### src/rtl/serial_subtractor.sv
// Bit-serial WIDTH-bit subtractor (diff = a - b - bin), LSB first, valid/ready on both sides.
// Optional build macro SERIAL_SUB_SAT_EN clamps diff to zero when the final borrow is set.
//
// state | meaning
// IDLE  | in_ready high, waiting for an operand set
// RUN   | one difference bit per cycle, counter walks 0..WIDTH-1
// DONE  | out_valid high, result held until out_ready
module serial_subtractor #(
  parameter int WIDTH = 8
) (
  input  logic             clk,
  input  logic             rst_n,
  input  logic             in_valid,
  output logic             in_ready,
  input  logic [WIDTH-1:0] a,
  input  logic [WIDTH-1:0] b,
  input  logic             bin,
  output logic             out_valid,
  input  logic             out_ready,
  output logic [WIDTH-1:0] diff,
  output logic             bout,
  output logic             busy
);

  localparam int CNT_W = $clog2(WIDTH);
  localparam logic [CNT_W-1:0] LAST = CNT_W'(WIDTH - 1);

  typedef enum logic [1:0] {
    IDLE = 2'd0,
    RUN  = 2'd1,
    DONE = 2'd2
  } state_t;

  state_t           state;
  logic [WIDTH-1:0] a_sh;
  logic [WIDTH-1:0] b_sh;
  logic [WIDTH-2:0] res_sh;
  logic             br;
  logic [CNT_W-1:0] cnt;

  logic             a_bit;
  logic             b_bit;
  logic             d_bit;
  logic             br_next;
  logic [WIDTH-1:0] res_next;
  logic [WIDTH-1:0] diff_final;
  logic [31:0]      cnt_ext;
  logic             cnt_bad;

  always_comb begin
    a_bit    = a_sh[0];
    b_bit    = b_sh[0];
    d_bit    = a_bit ^ b_bit ^ br;
    br_next  = (~a_bit & b_bit) | (~(a_bit ^ b_bit) & br);
    res_next = {d_bit, res_sh};
    cnt_ext  = 32'(cnt);
    cnt_bad  = (cnt_ext > 32'(WIDTH - 1));
  end

`ifdef SERIAL_SUB_SAT_EN
  assign diff_final = br_next ? '0 : res_next;
`else
  assign diff_final = res_next;
`endif

  always_ff @(posedge clk or negedge rst_n) begin
    if (!rst_n) begin
      state     <= IDLE;
      in_ready  <= 1'b0;
      out_valid <= 1'b0;
      busy      <= 1'b0;
      diff      <= '0;
      bout      <= 1'b0;
      a_sh      <= '0;
      b_sh      <= '0;
      res_sh    <= '0;
      br        <= 1'b0;
      cnt       <= '0;
    end else begin
      case (state)
        IDLE: begin
          if (!in_ready) begin
            in_ready <= 1'b1;
          end else if (in_valid) begin
            a_sh     <= a;
            b_sh     <= b;
            br       <= bin;
            cnt      <= '0;
            in_ready <= 1'b0;
            busy     <= 1'b1;
            state    <= RUN;
          end
        end
        RUN: begin
          // A corrupted counter abandons the operation rather than running forever.
          if (cnt_bad) begin
            state    <= IDLE;
            busy     <= 1'b0;
            in_ready <= 1'b1;
          end else begin
            a_sh   <= a_sh >> 1;
            b_sh   <= b_sh >> 1;
            br     <= br_next;
            res_sh <= res_next[WIDTH-1:1];
            cnt    <= cnt + CNT_W'(1);
            if (cnt == LAST) begin
              diff      <= diff_final;
              bout      <= br_next;
              out_valid <= 1'b1;
              state     <= DONE;
            end
          end
        end
        DONE: begin
          if (out_ready) begin
            out_valid <= 1'b0;
            busy      <= 1'b0;
            in_ready  <= 1'b1;
            state     <= IDLE;
          end
        end
        default: begin
          state     <= IDLE;
          out_valid <= 1'b0;
          busy      <= 1'b0;
          in_ready  <= 1'b0;
        end
      endcase
    end
  end

endmodule

### config.mk
export PLATFORM = sky130hd
export DESIGN_NAME = serial_subtractor
export DESIGN_NICKNAME = d
export VERILOG_FILES = /design/src/rtl/serial_subtractor.sv
export SDC_FILE = /design/constraint.sdc
export NUM_CORES = 1
export LEC_CHECK = 0
export ABC_AREA = 1
export BUFFER_PORTS_ARGS = -buffer_cell sky130_fd_sc_hd__buf_2
export CAP_MARGIN = 25
export CORE_MARGIN = 4
export CORE_UTILIZATION = 50
export CTS_CLUSTER_SIZE = 25
export DETAILED_ROUTE_END_ITERATION = 8
export PLACE_DENSITY = 0.7
export SLEW_MARGIN = 10
export SYNTH_ARGS = -nofsm -noshare
export SYNTH_HDL_FRONTEND = slang
export SYNTH_SLANG_ARGS = --single-unit
### constraint.sdc
create_clock -name clk -period 1.6 [get_ports clk]
set_clock_uncertainty 0.1 [all_clocks]
set_input_delay 0.08 -clock clk [delete_from_list [all_inputs] [get_ports clk]]
set_output_delay 0.08 -clock clk [all_outputs]
set_load 0.05 [all_outputs]
; Word-level counts from Yosys, hierarchy flattened
; Index checks and enable logic that the tools add are counted.
[totals]
register_bits = 41
in_bits = 21
out_inout_bits = 12
word_cells = 63
[classes]
reduce_logical = 8
add_sub_neg = 1
bitwise_logic = 9
n_eq_ne = 7
mux = 27
[op_table]
columns = op, count
row1 = 2-to-1 mux 8 bit, 4
row2 = case mux 8 bit (2 select lines), 2
row3 = 2-to-1 mux 1 bit, 9
row4 = case mux 1 bit (3 select lines), 3
row5 = 2-to-1 mux 2 bit, 4
row6 = "inequality test 2 bit, second input constant", 4
row7 = AND reduction 4 bit, 2
row8 = 2-to-1 mux 3 bit, 2
row9 = case mux 2 bit (3 select lines), 1
row10 = case mux 3 bit (2 select lines), 1
row11 = AND reduction 3 bit, 2
row12 = NOT 1 bit, 4
row13 = AND reduction 2 bit, 2
row14 = "adder 3 x 1 -> 3 bit, second input constant", 1
row15 = "equality test 3 bit, second input constant", 1
row16 = bitwise AND 1 bit, 2
row17 = "equality test 2 x 1 -> 1 bit, second input constant", 1
row18 = "equality test 2 bit, second input constant", 1
row19 = logical NOT 2 bit, 1
row20 = case mux 1 bit (2 select lines), 1
row21 = nonzero test 2 bit, 1
row22 = bitwise XOR 1 bit, 2
row23 = OR 1 bit, 1

; Logic depth before layout (Yosys ltp)
[depth]
word_depth = 5
depth_mapped = 8
ltp_nobuf = 7

; Worst setup path after synthesis
; OpenSTA, ideal clock, no wires.
[synth_path]
kind = register to register
start = register in_ready
end = register a_sh[0]
path_slack_ns = 0.117
t_arrival_ns = 1.267
t_required_ns = 1.384
stages_incl_launch_ff = 8
path_cell_list = dfrtp_1 nand2_1 nand2_1 nand2_2 buf_6 buf_6 nand2_1 nand2_1
[synth_between]
elab_chain_cells = 2
[synth_lines]
columns = element, line
row1 = from (decl), 14  ; output logic in_ready,
row2 = from (signal assigned), 69  ; in_ready <= 1'b0;
row3 = from (signal assigned), 83  ; in_ready <= 1'b1;
row4 = from (signal assigned), 89  ; in_ready <= 1'b0;
row5 = inequality test 2 bit (no line), --
row6 = AND reduction 3 bit (no line), --
row7 = to (signal assigned), 101  ; a_sh <= a_sh >> 1;
row8 = to (decl), 35  ; logic [WIDTH-1:0] a_sh;
; No other way between the ends.
; A chain may end at the register's enable or synchronous reset.

; Final worst setup path
[layout_path]
start = register cnt[0]
end = register diff[1]
[layout_between]
elab_chain_cells = 2
[layout_lines]
columns = element, line
row1 = from (decl), 39  ; logic [CNT_W-1:0] cnt;
row2 = from (signal assigned), 105  ; cnt <= cnt + CNT_W'(1);
row3 = equality test 3 bit, 106  ; if (cnt == LAST) begin
row4 = AND reduction 2 bit (no line), --
row5 = to (signal assigned), 107  ; diff <= diff_final;
row6 = to (decl), 20  ; output logic [WIDTH-1:0] diff,
; No other way between the ends.

==> flow_metrics.py <==
metrics = {
    "drt": {
        "detailroute.via_count": 1507,
        "antenna_violating_nets_post_route": 0,
        "detail_route.drc_violations": 0,
        "number_of_search_and_repair_iterations_in_the_first_detailed_routing_pass": 4,
        "viasPerCell": 4.65,
        "wirelength_um": 3680,
        "initialDrtViolationCount": 119,
        "post_drt_wl_per_cell_um": 11.4,
    },
    "floorplanning": {
        "floorplan.initialDensity_pct": 51.4,
        "floorplan.die.width_um": 69.3,
        "core_area_um2": 3660,
        "die_area_um2": 4810,
        "num_rows": 22,
        "io-pin-count": 33,
        "die_height_um": 69.3,
    },
    "logic_synthesis": {
        "synth-seq-area-share_pct": 54.6,
        "ys.warnings.count": 0,
        "yosys_register_bits": 41,
        "postSynthNetCount": 248,
        "synth.cell_area_um2": 1880,
        "synth.avg_cell_area_um2": 8.40,
        "synth.lib_cells_used.distinct": 18,
        "synth_cells": 224,
    },
    "critical_path": {
        "worstPathArrival_ps": 1540,
        "reg2regPathDepth": 7,
        "worst-r2r-setup-slack_ps": 180,
        "worstReg2RegStart": "cnt[0]",
        "setup.worst_path.start": "cnt[0]",
        "crit-reg2reg-capture": "diff[1]",
        "crit_path_max_fanout": 18,
        "startpoint_type_of_the_worst_setup_path": "flop",
        "criticalPathCategory": "reg -> reg",
        "cp-end-kind": "flop",
        "cp_data_required_time_ps": 1720,
    },
    "pwr": {
        "static-leakage-power_nw": 1.30,
        "share_comb_of_total_power_pct": 43.5,
        "p_sw_mw": 2.06,
        "totalPowerFinal_mw": 4.78,
        "pwr-share-clk_pct": 20.5,
        "cellInternalPower_mw": 2.72,
        "switching_share_pct": 43.0,
        "worst_ir_drop_vdd_mv": 1.13,
        "seqPwrFrac_pct": 36.0,
        "power_per_cell_area_nw_per_um2": 2030,
    },
    "final_layout": {
        "area.growth.synth_to_final_pct": 25.3,
        "final-instance-count-excl-fill": 324,
        "post_route_cells_drive_above_1_share_pct": 21.7,
        "postLayoutCellArea_um2": 2360,
        "diode_insertion_count_for_antenna_repair": 0,
        "finish.utilization_pct": 64.4,
        "n_fill_cell": 302,
        "nNetsFinal": 299,
    },
    "global_routing": {
        "grt_start_max_net_pins": 23,
        "first_global_vias": 1459,
        "grt_antenna_before_repair": 0,
        "grt_first_pass_wirelength_um": 6600,
        "grt_util_all_layers_pct": 16.7,
        "gr-total-overflow": 0,
    },
    "placed_design": {
        "io_buffer_count": 32,
        "gpl.final_weighted_congestion": 0.753,
        "post-place-ws_ps": 172,
        "detailed_place_hpwl_um": 2530,
        "post_dp_cell_area_um2": 2060,
        "placed_cells": 300,
    },
    "min_path": {
        "holdPathStages": 5,
        "holdCritPathClass": "in -> reg",
        "hold_start": "bin",
        "worst_hold_path.endpoint": "br",
    },
    "sta": {
        "setup-tns-final_ps": 0,
        "min_period_over_period_pct": 88.8,
        "finalHoldWorstSlack_ps": 6.91,
        "finalCriticalPeriod_ps": 1420,
        "slew_violations": 0,
        "relSlewSlack_pct": 68.3,
        "tightest_slew_ps": 476,
        "rsz_0062_raised_after_global_routing": "false",
        "setup_viol": 0,
        "timing.fmax_mhz": 704,
        "setup_slack_ps": 180,
        "finalHoldViolCount": 0,
    },
    "clock_tree": {
        "numCtsBuffers": 5,
        "cts.reportedPaths.clkPinSlew_ps": 80,
        "worst_skew_pair.late_latency_ps": 290,
        "post_cts_resized": 0,
        "cts_post_setup_buffers_inserted": 0,
        "clock_sinks": 41,
        "tritoncts": "built",
        "ctsHtreeMaxLevel": 2,
        "clock_tree.root_cell": "sky130_fd_sc_hd__clkbuf_8",
        "cts_buffer_depth": 2,
        "postCtsHoldBufs": 16,
    },
    "outcome": {
        "status": "completed",
    },
    "flow_run": {
        "drv_cap": 0,
    },
}
[Yosys cell counts (all sizes together)]
cell    count  area, µm²
buf         7       75.1
inv        19       73.8
ha          2       25.0
nor2        3       18.8
a21oi       1       5.00
fa          1       20.0
o21ai      22        140
dfrtp      41       1030
nand3       4       20.0
nand2     123        472
clkbuf      1       5.00
[cell type report]
class                   count  area [µm²]  area share (%)
well taps                  48        60.1            2.55
inverters                  19        73.8            3.13
multi-input cells         156         701            29.7
repair buffers             52         363            15.4
flip-flops and latches     41        1030            43.5
clock inverters             3        65.1            2.76
clock buffers               5        68.8            2.92
[worst max-delay path by stage]
stage              end  slack, ps  cells past startpoint
2_1_floorplan  a_sh[0]        120                      7
3_3_place_gp   diff[5]        220                      7
3_5_place_dp   diff[1]        170                      7
4_1_cts        diff[1]        160                      7
5_1_grt        diff[6]         70                      7
6_report       diff[1]        180                      7
[worst max-delay path: stages, from the launching register on]
cell                      delay [ps]
sky130_fd_sc_hd__dfrtp_1         400
sky130_fd_sc_hd__ha_1            200
sky130_fd_sc_hd__ha_1            190
sky130_fd_sc_hd__inv_1            90
sky130_fd_sc_hd__nor2_4           50
sky130_fd_sc_hd__inv_4           170
sky130_fd_sc_hd__nand2_1          90
sky130_fd_sc_hd__o21ai_2          60
[registers in the layout, summed over array words and instances (netlist names)]
name / count
busy: 1
in_ready: 1
bout: 1
state: 2
br: 1
b_sh: 8
a_sh: 8
cnt: 3
res_sh: 7
diff: 8
out_valid: 1
[routing by layer]
layer | GRT usage, % | wire [µm]
met3 | 4.78 | 142
met1 | 23.0 | 1720
met2 | 25.4 | 1750
met4 | 5.42 | 63
met5 | 0 | 0
[layout by cell type, fill, tap and decap left out, drive strengths merged, types with 2 or more instances in the layout]
| cell type | instances |
|---|---|
| nand2 | 123 |
| ha | 2 |
| bufinv | 2 |
| dfrtp | 41 |
| inv | 19 |
| dlygate4sd3 | 16 |
| nand3 | 4 |
| nor2 | 3 |
| clkbuf | 5 |
| o21ai | 22 |
| buf | 36 |
[cell families (layout without fill, tap and decap cells)]
family / Yosys count / in the layout / share of synthesized area (%)
flip-flops: 41 / 41 / 54.6
AND/OR/NAND/NOR: 130 / 130 / 27.1
AO/OA/AOI/OAI: 23 / 23 / 7.72
buffers and inverters: 27 / 79 / 8.18
adder cells (fa/ha/maj): 3 / 3 / 2.40
[power groups by stage]
stage          clock network (mW)  registers [mW]  logic [mW]
2_1_floorplan                   0            2.11        1.30
3_3_place_gp                    0            1.72        2.01
3_5_place_dp                    0            1.74        2.07
4_1_cts                     0.997            1.72        2.11
5_1_grt                      1.04            1.78        2.35
6_report                    0.979            1.72        2.08
Power figures use the tool's default switching activity.
